$ cat config.mk
export PLATFORM = sky130hd
export DESIGN_NAME = vga_timing_gen
export DESIGN_NICKNAME = d
export VERILOG_FILES = /design/src/rtl/vga_timing_pkg.sv /design/src/rtl/vga_timing_gen_sync_delay_line.sv /design/src/rtl/vga_timing_gen.sv
export SDC_FILE = /design/constraint.sdc
export NUM_CORES = 1
export LEC_CHECK = 0
export ABC_CLOCK_PERIOD_IN_PS = 1500
export BUFFER_PORTS_ARGS = -buffer_cell sky130_fd_sc_hd__clkbuf_2
export CAP_MARGIN = 20
export CORE_MARGIN = 4
export CORE_UTILIZATION = 45
export CTS_CLUSTER_SIZE = 30
export DETAILED_ROUTE_END_ITERATION = 7
export PLACE_DENSITY = 0.78
export SETUP_SLACK_MARGIN = 0.4
export SLEW_MARGIN = 20
export SYNTH_ARGS = -nofsm -noshare
export SYNTH_HDL_FRONTEND = slang
export SYNTH_SLANG_ARGS = --single-unit
$ cat constraint.sdc
create_clock -name clk -period 1.5 [get_ports clk]
set_input_delay 0.225 -clock clk [delete_from_list [all_inputs] [get_ports clk]]
set_output_delay 0.225 -clock clk [all_outputs]
set_load 0.1 [all_outputs]
$ cat src/rtl/vga_timing_pkg.sv
// Shared constants and helpers for the parametrised VGA timing generator.
// Defaults describe 640x480@60 with a 25 MHz pixel rate derived from 100 MHz.
package vga_timing_pkg;

    localparam int DEF_H_ACTIVE = 32'd640;
    localparam int DEF_H_FP     = 32'd16;
    localparam int DEF_H_SYNC   = 32'd96;
    localparam int DEF_H_BP     = 32'd48;
    localparam int DEF_V_ACTIVE = 32'd480;
    localparam int DEF_V_FP     = 32'd10;
    localparam int DEF_V_SYNC   = 32'd2;
    localparam int DEF_V_BP     = 32'd33;

    localparam int DEF_HS_START = DEF_H_ACTIVE + DEF_H_FP;
    localparam int DEF_HS_END   = DEF_HS_START + DEF_H_SYNC - 32'd1;
    localparam int DEF_VS_START = DEF_V_ACTIVE + DEF_V_FP;
    localparam int DEF_VS_END   = DEF_VS_START + DEF_V_SYNC - 32'd1;

    function automatic int h_total(input int active, input int fp, input int sync, input int bp);
        return active + fp + sync + bp;
    endfunction

    function automatic int v_total(input int active, input int fp, input int sync, input int bp);
        return active + fp + sync + bp;
    endfunction

    function automatic int sync_start(input int active, input int fp);
        return active + fp;
    endfunction

    function automatic int sync_end(input int active, input int fp, input int sync);
        return active + fp + sync - 32'd1;
    endfunction

endpackage

$ cat src/rtl/vga_timing_gen_sync_delay_line.sv
// Clock-enabled shift register that delays a sync level by DEPTH pixel periods.
// DEPTH=0 is a plain wire so the sync stays aligned with video_on.
module sync_delay_line #(
    parameter int   DEPTH   = 32'd0,
    parameter logic RST_VAL = 1'b1
) (
    input  logic clk,
    input  logic rst,
    input  logic ce,
    input  logic din,
    output logic dout
);

    generate
        if (DEPTH == 0) begin : g_bypass
            logic unused_s;
            assign unused_s = ^{clk, rst, ce};
            assign dout     = din;
        end else begin : g_shift
            logic [DEPTH-1:0] stages_r;

            // Shift one stage per pixel tick; stages come out of reset at the idle level
            always_ff @(posedge clk or negedge rst) begin
                if (!rst) begin
                    stages_r <= {DEPTH{RST_VAL}};
                end else if (ce) begin
                    stages_r <= (stages_r << 1) | DEPTH'(din);
                end
            end

            assign dout = stages_r[DEPTH-1];
        end
    endgenerate

endmodule

$ cat src/rtl/vga_timing_gen.sv
// Parametrised VGA timing generator running from the system clock with a pixel
// clock-enable; produces syncs, coordinates and line/frame markers.
module vga_timing_gen
    import vga_timing_pkg::*;
#(
    parameter int   H_ACTIVE    = DEF_H_ACTIVE,
    parameter int   H_FP        = DEF_H_FP,
    parameter int   H_SYNC      = DEF_H_SYNC,
    parameter int   H_BP        = DEF_H_BP,
    parameter int   V_ACTIVE    = DEF_V_ACTIVE,
    parameter int   V_FP        = DEF_V_FP,
    parameter int   V_SYNC      = DEF_V_SYNC,
    parameter int   V_BP        = DEF_V_BP,
    parameter logic HS_POL      = 1'b0,
    parameter logic VS_POL      = 1'b0,
    parameter int   PIX_DIV     = 32'd4,
    parameter int   SCALE_SHIFT = 32'd2,
    parameter int   SYNC_DELAY  = 32'd0,
    parameter int   CNT_W       = 32'd10
) (
    input  logic             clk,
    input  logic             rst,
    input  logic             en,
    output logic             pix_ce,
    output logic             hsync,
    output logic             vsync,
    output logic             video_on,
    output logic [CNT_W-1:0] pixel_column,
    output logic [CNT_W-1:0] pixel_row,
    output logic [CNT_W-1:0] col_scaled,
    output logic [CNT_W-1:0] row_scaled,
    output logic             line_start,
    output logic             frame_start,
    output logic [7:0]       frame_count
);

    localparam int H_TOTAL = h_total(H_ACTIVE, H_FP, H_SYNC, H_BP);
    localparam int V_TOTAL = v_total(V_ACTIVE, V_FP, V_SYNC, V_BP);
    localparam int DIV_W   = (PIX_DIV > 1) ? $clog2(PIX_DIV) : 32'd1;

    localparam logic [DIV_W-1:0] DIV_LAST = DIV_W'(PIX_DIV - 32'd1);
    localparam logic [DIV_W-1:0] DIV_ONE  = DIV_W'(32'd1);
    localparam logic [CNT_W-1:0] CNT_ZERO = {CNT_W{1'b0}};
    localparam logic [CNT_W-1:0] CNT_ONE  = CNT_W'(32'd1);
    localparam logic [CNT_W-1:0] H_LAST   = CNT_W'(H_TOTAL - 32'd1);
    localparam logic [CNT_W-1:0] V_LAST   = CNT_W'(V_TOTAL - 32'd1);
    localparam logic [CNT_W-1:0] H_ACT    = CNT_W'(H_ACTIVE);
    localparam logic [CNT_W-1:0] V_ACT    = CNT_W'(V_ACTIVE);
    localparam logic [CNT_W-1:0] HS_START = CNT_W'(sync_start(H_ACTIVE, H_FP));
    localparam logic [CNT_W-1:0] HS_END   = CNT_W'(sync_end(H_ACTIVE, H_FP, H_SYNC));
    localparam logic [CNT_W-1:0] VS_START = CNT_W'(sync_start(V_ACTIVE, V_FP));
    localparam logic [CNT_W-1:0] VS_END   = CNT_W'(sync_end(V_ACTIVE, V_FP, V_SYNC));

    generate
        if (H_SYNC < 1 || V_SYNC < 1) begin : g_err_sync
            $error("vga_timing_gen: H_SYNC and V_SYNC must be at least 1");
        end
        if (H_TOTAL > (32'd1 << CNT_W) || V_TOTAL > (32'd1 << CNT_W)) begin : g_err_total
            $error("vga_timing_gen: line/frame totals exceed the CNT_W counter range");
        end
        if (PIX_DIV < 1) begin : g_err_div
            $error("vga_timing_gen: PIX_DIV must be at least 1");
        end
        if (SYNC_DELAY < 0 || SYNC_DELAY > 7) begin : g_err_delay
            $error("vga_timing_gen: SYNC_DELAY must be within 0..7");
        end
    endgenerate

    logic [DIV_W-1:0] div_r;
    logic [CNT_W-1:0] hcnt_r;
    logic [CNT_W-1:0] vcnt_r;
    logic             tick_s;
    logic             h_wrap_s;
    logic             v_wrap_s;
    logic             hs_raw_s;
    logic             vs_raw_s;
    logic             hs_dly_s;
    logic             vs_dly_s;

    logic             pix_ce_r;
    logic             hsync_r;
    logic             vsync_r;
    logic             video_on_r;
    logic [CNT_W-1:0] pixel_column_r;
    logic [CNT_W-1:0] pixel_row_r;
    logic             line_start_r;
    logic             frame_start_r;
    logic [7:0]       frame_count_r;

    // With PIX_DIV=1 div_r never leaves zero, so the tick simply follows en
    assign tick_s   = en && (div_r == DIV_LAST);
    assign h_wrap_s = (hcnt_r == H_LAST);
    assign v_wrap_s = (vcnt_r == V_LAST);

    // Pixel divider: free-runs while enabled, holds its phase while paused
    always_ff @(posedge clk or negedge rst) begin
        if (!rst) begin
            div_r <= {DIV_W{1'b0}};
        end else if (tick_s) begin
            div_r <= {DIV_W{1'b0}};
        end else if (en) begin
            div_r <= div_r + DIV_ONE;
        end
    end

    // Raster position counters, advanced once per pixel tick
    always_ff @(posedge clk or negedge rst) begin
        if (!rst) begin
            hcnt_r <= CNT_ZERO;
            vcnt_r <= CNT_ZERO;
        end else if (tick_s) begin
            if (h_wrap_s) begin
                hcnt_r <= CNT_ZERO;
                vcnt_r <= v_wrap_s ? CNT_ZERO : (vcnt_r + CNT_ONE);
            end else begin
                hcnt_r <= hcnt_r + CNT_ONE;
            end
        end
    end

    // Undelayed sync levels decoded from the current raster position
    always_comb begin
        hs_raw_s = ~HS_POL;
        vs_raw_s = ~VS_POL;
        if ((hcnt_r >= HS_START) && (hcnt_r <= HS_END)) begin
            hs_raw_s = HS_POL;
        end else begin
            hs_raw_s = ~HS_POL;
        end
        if ((vcnt_r >= VS_START) && (vcnt_r <= VS_END)) begin
            vs_raw_s = VS_POL;
        end else begin
            vs_raw_s = ~VS_POL;
        end
    end

    sync_delay_line #(.DEPTH(SYNC_DELAY), .RST_VAL(~HS_POL)) u_hs_delay (
        .clk  (clk),
        .rst  (rst),
        .ce   (tick_s),
        .din  (hs_raw_s),
        .dout (hs_dly_s)
    );

    sync_delay_line #(.DEPTH(SYNC_DELAY), .RST_VAL(~VS_POL)) u_vs_delay (
        .clk  (clk),
        .rst  (rst),
        .ce   (tick_s),
        .din  (vs_raw_s),
        .dout (vs_dly_s)
    );

    // Output stage: loads the pre-increment position on each tick; markers are one-clk strobes
    always_ff @(posedge clk or negedge rst) begin
        if (!rst) begin
            pix_ce_r       <= 1'b0;
            line_start_r   <= 1'b0;
            frame_start_r  <= 1'b0;
            video_on_r     <= 1'b0;
            hsync_r        <= ~HS_POL;
            vsync_r        <= ~VS_POL;
            pixel_column_r <= CNT_ZERO;
            pixel_row_r    <= CNT_ZERO;
            frame_count_r  <= 8'd0;
        end else begin
            pix_ce_r      <= tick_s;
            line_start_r  <= tick_s && (hcnt_r == CNT_ZERO);
            frame_start_r <= tick_s && (hcnt_r == CNT_ZERO) && (vcnt_r == CNT_ZERO);
            if (tick_s) begin
                pixel_column_r <= hcnt_r;
                pixel_row_r    <= vcnt_r;
                video_on_r     <= (hcnt_r < H_ACT) && (vcnt_r < V_ACT);
                hsync_r        <= hs_dly_s;
                vsync_r        <= vs_dly_s;
                if (h_wrap_s && v_wrap_s) begin
                    frame_count_r <= frame_count_r + 8'd1;
                end
            end else if (!en) begin
                video_on_r <= 1'b0;
            end
        end
    end

    assign pix_ce       = pix_ce_r;
    assign hsync        = hsync_r;
    assign vsync        = vsync_r;
    assign video_on     = video_on_r;
    assign pixel_column = pixel_column_r;
    assign pixel_row    = pixel_row_r;
    assign col_scaled   = pixel_column_r >> SCALE_SHIFT;
    assign row_scaled   = pixel_row_r >> SCALE_SHIFT;
    assign line_start   = line_start_r;
    assign frame_start  = frame_start_r;
    assign frame_count  = frame_count_r;

endmodule

==> flow_metrics.env, run 1 <==
export IMPL_run_status="stopped before the end"
export IMPL_flow_stopped_at="5_1_grt"
export IMPL_firstError="[ERROR DPL-0033] detailed placement checks failed during check placement."
export IMPL_port_buffers=52
export IMPL_h_tree_depth=2
export IMPL_clock_path_buffers=2
export IMPL_async_flop_share_pct=100.0
export IMPL_hpwl_mm=4.731
export IMPL_netlist_instances=278
export IMPL_synth_common_cells="nand2_1, dfrtp_1, buf_4, o21ai_0, xor2_1"
export IMPL_cts_root_buf="clkbuf_8"
export IMPL_place_congestion=0.8447
export IMPL_yosys_warnings=0
export IMPL_grt_max_degree=23
export IMPL_initial_core_util_pct=46.47
export IMPL_syn_avg_cell_area_um2=9.956
export IMPL_pre_cts_ws_ns=-0.1841
export IMPL_syn_area_um2=2768
export IMPL_ys_seq_elements=56
export IMPL_die_h_um=86.43
export IMPL_ios=57
export IMPL_worst_endpoint="frame_count[7]$_DFFE_PN0P_/D"
export IMPL_netlist_area_leader_share_pct=48.82
export IMPL_yosysUniqueCellTypes=45
export IMPL_synth_top_cell_by_area="dfrtp_1"
export IMPL_rows=28
export IMPL_synth_ff_type="dfrtp_1"
export IMPL_cts_sinks=56
export IMPL_antenna_found_initial=0
export IMPL_synth_most_common_cell="nand2_1"
export IMPL_synth_edf_count=0
export IMPL_ys_seq_area_share_pct=50.72
export IMPL_die_w_um=86.43
export IMPL_numCtsBuffers=5
export IMPL_synthTopCellsByArea="dfrtp_1, nand2_1, buf_4"
export IMPL_worst_path_end_type="register input"
## cell families after synthesis
logic type	synth area share [%]
simple gates	25.18
mux	1.582
fa+ha+maj	3.164
compound gates	4.973
xor+xnor	5.696
other cells	0.1355
flops	50.72
buf+inv	8.544
## stage by stage
step / cells / utilization [%] / cell area, µm² / TNS (ns)
3_5_place_dp: 427 / 59.75 / 3558 / -2.042
2_1_floorplan: 281 / - / 3119 / -0.3604
4_1_cts: 464 / 87.40 / 5205 / -1.000
3_3_place_gp: 427 / 59.75 / 3558 / -0.8501
## timing repair
item                                    CTS
pin swaps                                68
cloned                                    5
resized for setup                       244
hold buffers                              1
hold endpoints to repair                 12
endpoints found under the setup margin  104
buffers inserted                         23
==> inputs of run 2 (changes only) <==
ABC_CLOCK_PERIOD_IN_PS = 2000   (was 1500)
CORE_UTILIZATION = 30   (was 45)
CTS_CLUSTER_SIZE = default   (was 30)
PLACE_DENSITY = default   (was 0.78)
PLACE_DENSITY_LB_ADDON = 0.15   (was default)
SETUP_SLACK_MARGIN = default   (was 0.4)
clock period = 2 ns   (was 1.5 ns; I/O delays follow)
==> run 2 against run 1 <==
The flow now finishes without violations. Synthesized area unchanged. Synthesized cell count stayed put.
==> flow_metrics.env, run 2 <==
export IMPL_clock_path_buffers=2
export IMPL_cts_setup_buffers=0
export IMPL_p_leak_nw=1.637
export IMPL_tns_ns=0
export IMPL_min_period_ns=1.885
export IMPL_h_tree_depth=2
export IMPL_die_w_um=104.1
export IMPL_drt_wl_total_mm=5.964
export IMPL_dieArea_um2=10830
export IMPL_rsz0062_at_grt="no"
export IMPL_synth_common_cells="nand2_1, dfrtp_1, buf_4, o21ai_0, xor2_1"
export IMPL_drive_above_1_share_pct=28.66
export IMPL_powerDensity_nw_per_um2=1128
export IMPL_antenna_found_initial=0
export IMPL_rows=34
export IMPL_startpoint_type="flop"
export IMPL_ios=57
export IMPL_layout_common_cells="nand2_1, dfrtp_1, clkbuf_2"
export IMPL_hold_viol=0
export IMPL_grt_first_pass_wirelength_mm=10.31
export IMPL_design_area_um2=3224
export IMPL_hpwl_mm=4.507
export IMPL_avgRoutedWirePerCell_um=13.68
export IMPL_pre_cts_ws_ns=0.1146
export IMPL_cp_arrival_ns=2.12
export IMPL_clkTransAtPathRegs_ns=0.10
export IMPL_finalNetCount=337
export IMPL_grt_use_total_pct=11.67
export IMPL_netlist_instances=278
export IMPL_yosys_warnings=0
export IMPL_drt_vias_per_instance=4.523
export IMPL_grt_pass1_vias=1987
export IMPL_synth_top_cell_by_area="dfrtp_1"
export IMPL_cts_root_buf="clkbuf_8"
export IMPL_cp_max_fo=8
export IMPL_vias=1972
export IMPL_ys_seq_area_share_pct=50.72
export IMPL_run_status="complete, no violations"
export IMPL_drv_cap=0
export IMPL_crit_family="simple AND/OR/NAND/NOR gates"
export IMPL_core_area_um2=8848
export IMPL_cts_sinks=56
export IMPL_max_slew_margin_pct=60.75
export IMPL_tritoncts="built"
export IMPL_vdd_drop_max_mv=1.234
export IMPL_report_final_slew_viol_count=0
export IMPL_max_freq_mhz=530.6
export IMPL_antenna_left=0
export IMPL_finalSetupViolations=0
export IMPL_place_congestion=0.8322
export IMPL_drt_initial_drc_count=96
export IMPL_ys_seq_elements=56
export IMPL_worst_path_max_delay_cell="dfrtp_1"
export IMPL_post_route_period_util_pct=94.24
export IMPL_dr_pass1_iters=4
export IMPL_final_common_cell="nand2_1"
export IMPL_critPathMaxStageDelay_ns=0.42
export IMPL_num_antenna_cells=0
export IMPL_numCtsBuffers=5
export IMPL_die_h_um=104.1
export IMPL_path_buf_inv=2
export IMPL_critPathKind="reg2reg"
export IMPL_finClkSkew_ns=0.006803
export IMPL_end_kind="flop"
export IMPL_clk_insertion_delay_late_ns=0.31
export IMPL_area_growth_pct=16.50
export IMPL_cp_data_required_time_ns=2.24
export IMPL_grt_max_degree=30
export IMPL_netlist_area_leader_share_pct=48.82
export IMPL_syn_avg_cell_area_um2=9.956
export IMPL_holdWs_ns=0.2844
export IMPL_syn_area_um2=2768
export IMPL_globalRouteOverflowTotal=0
export IMPL_synthTopCellsByArea="dfrtp_1, nand2_1, buf_4"
export IMPL_dpl_cell_area_um2=3113
export IMPL_post_route_util_pct=36.44
export IMPL_hp_class="in2reg"
export IMPL_synth_most_common_cell="nand2_1"
export IMPL_max_slew_worst_pin_slew_ns=0.5888
export IMPL_initial_core_util_pct=31.28
export IMPL_drc=0
export IMPL_synth_ff_type="dfrtp_1"
export IMPL_port_buffers=52
export IMPL_synth_edf_count=0
export IMPL_fin_ws_ns=0.1152
export IMPL_async_flop_share_pct=100.0
export IMPL_crit_path_cell_trace="inv_1 > ha_1 > nor4b_4 > nand3_4 > buf_4 > nor4_2 > xor2_1"
export IMPL_yosysUniqueCellTypes=45
-- run 2: cell counts after synthesis --
No cell type changed its count.
-- run 2: logic make-up (layout without fill, tap and decap cells) --
logic type      count (synthesis)  after routing  synth area share, %
simple gates                  129            129                25.18
buf+inv                        38             85                8.544
other cells                     1              4               0.1355
flops                          56             56                50.72
mux                             4              4                1.582
xor+xnor                       18             18                5.696
compound gates                 25             25                4.973
fa+ha+maj                       7              7                3.164
-- run 2: layer usage --
metal / up-vias / GRT usage (%) / routed length [µm]
met2: 43 / 17.46 / 2607
met4: 0 / 3.134 / 67
met3: 5 / 3.290 / 283
met1: 917 / 16.53 / 3005
li1: 1007 / - / -
met5: - / 0 / 0
-- run 2: final cells by class --
| class | instances | area, µm² |
|---|---|---|
| multi-input combinational | 187 | 1146 |
| tap | 108 | 135.1 |
| inverter | 8 | 30.03 |
| clock buffer | 7 | 86.33 |
| fill | 944 | 5624 |
| sequential | 56 | 1404 |
| clock inverter | 1 | 7.507 |
| timing repair buffer | 69 | 415.4 |
-- run 2: final timing paths --
kind	cells past startpoint	start	to	slack, ns
worst max-delay path	7	vcnt_r[0]	frame_count[6]	0.12
worst min-delay path	2	en	video_on	0.28
worst max register to register	7	vcnt_r[0]	frame_count[6]	0.12
worst min register to register	2	vsync	vsync	0.48
max in group asynchronous	3	rst	vsync	0.89
min in group asynchronous	2	rst	div_r[1]	0.52
-- run 2: where the power goes --
part           internal [mW]  switching [mW]  total, mW
combinational          0.252            1.30       1.55
sequential              1.31           0.121       1.43
clock                  0.283           0.372      0.655
total                   1.84            1.79       3.64
-- run 2: per-stage QoR --
| stage | std cells | total power, mW |
|---|---|---|
| finish | 436 | 3.637 |
| global route | 436 | 3.847 |
| global placement | 427 | 3.021 |
| floorplan | 281 | 2.758 |
| CTS | 436 | 3.692 |
| detailed placement | 427 | 3.023 |
-- run 2: timing repair --
action	4_1_cts	5_1_grt
hold buffers	1	0
setup endpoints to repair	0	2
gates resized for setup	0	1
hold endpoints to repair	18	0
(Power assumes the default switching activity.)
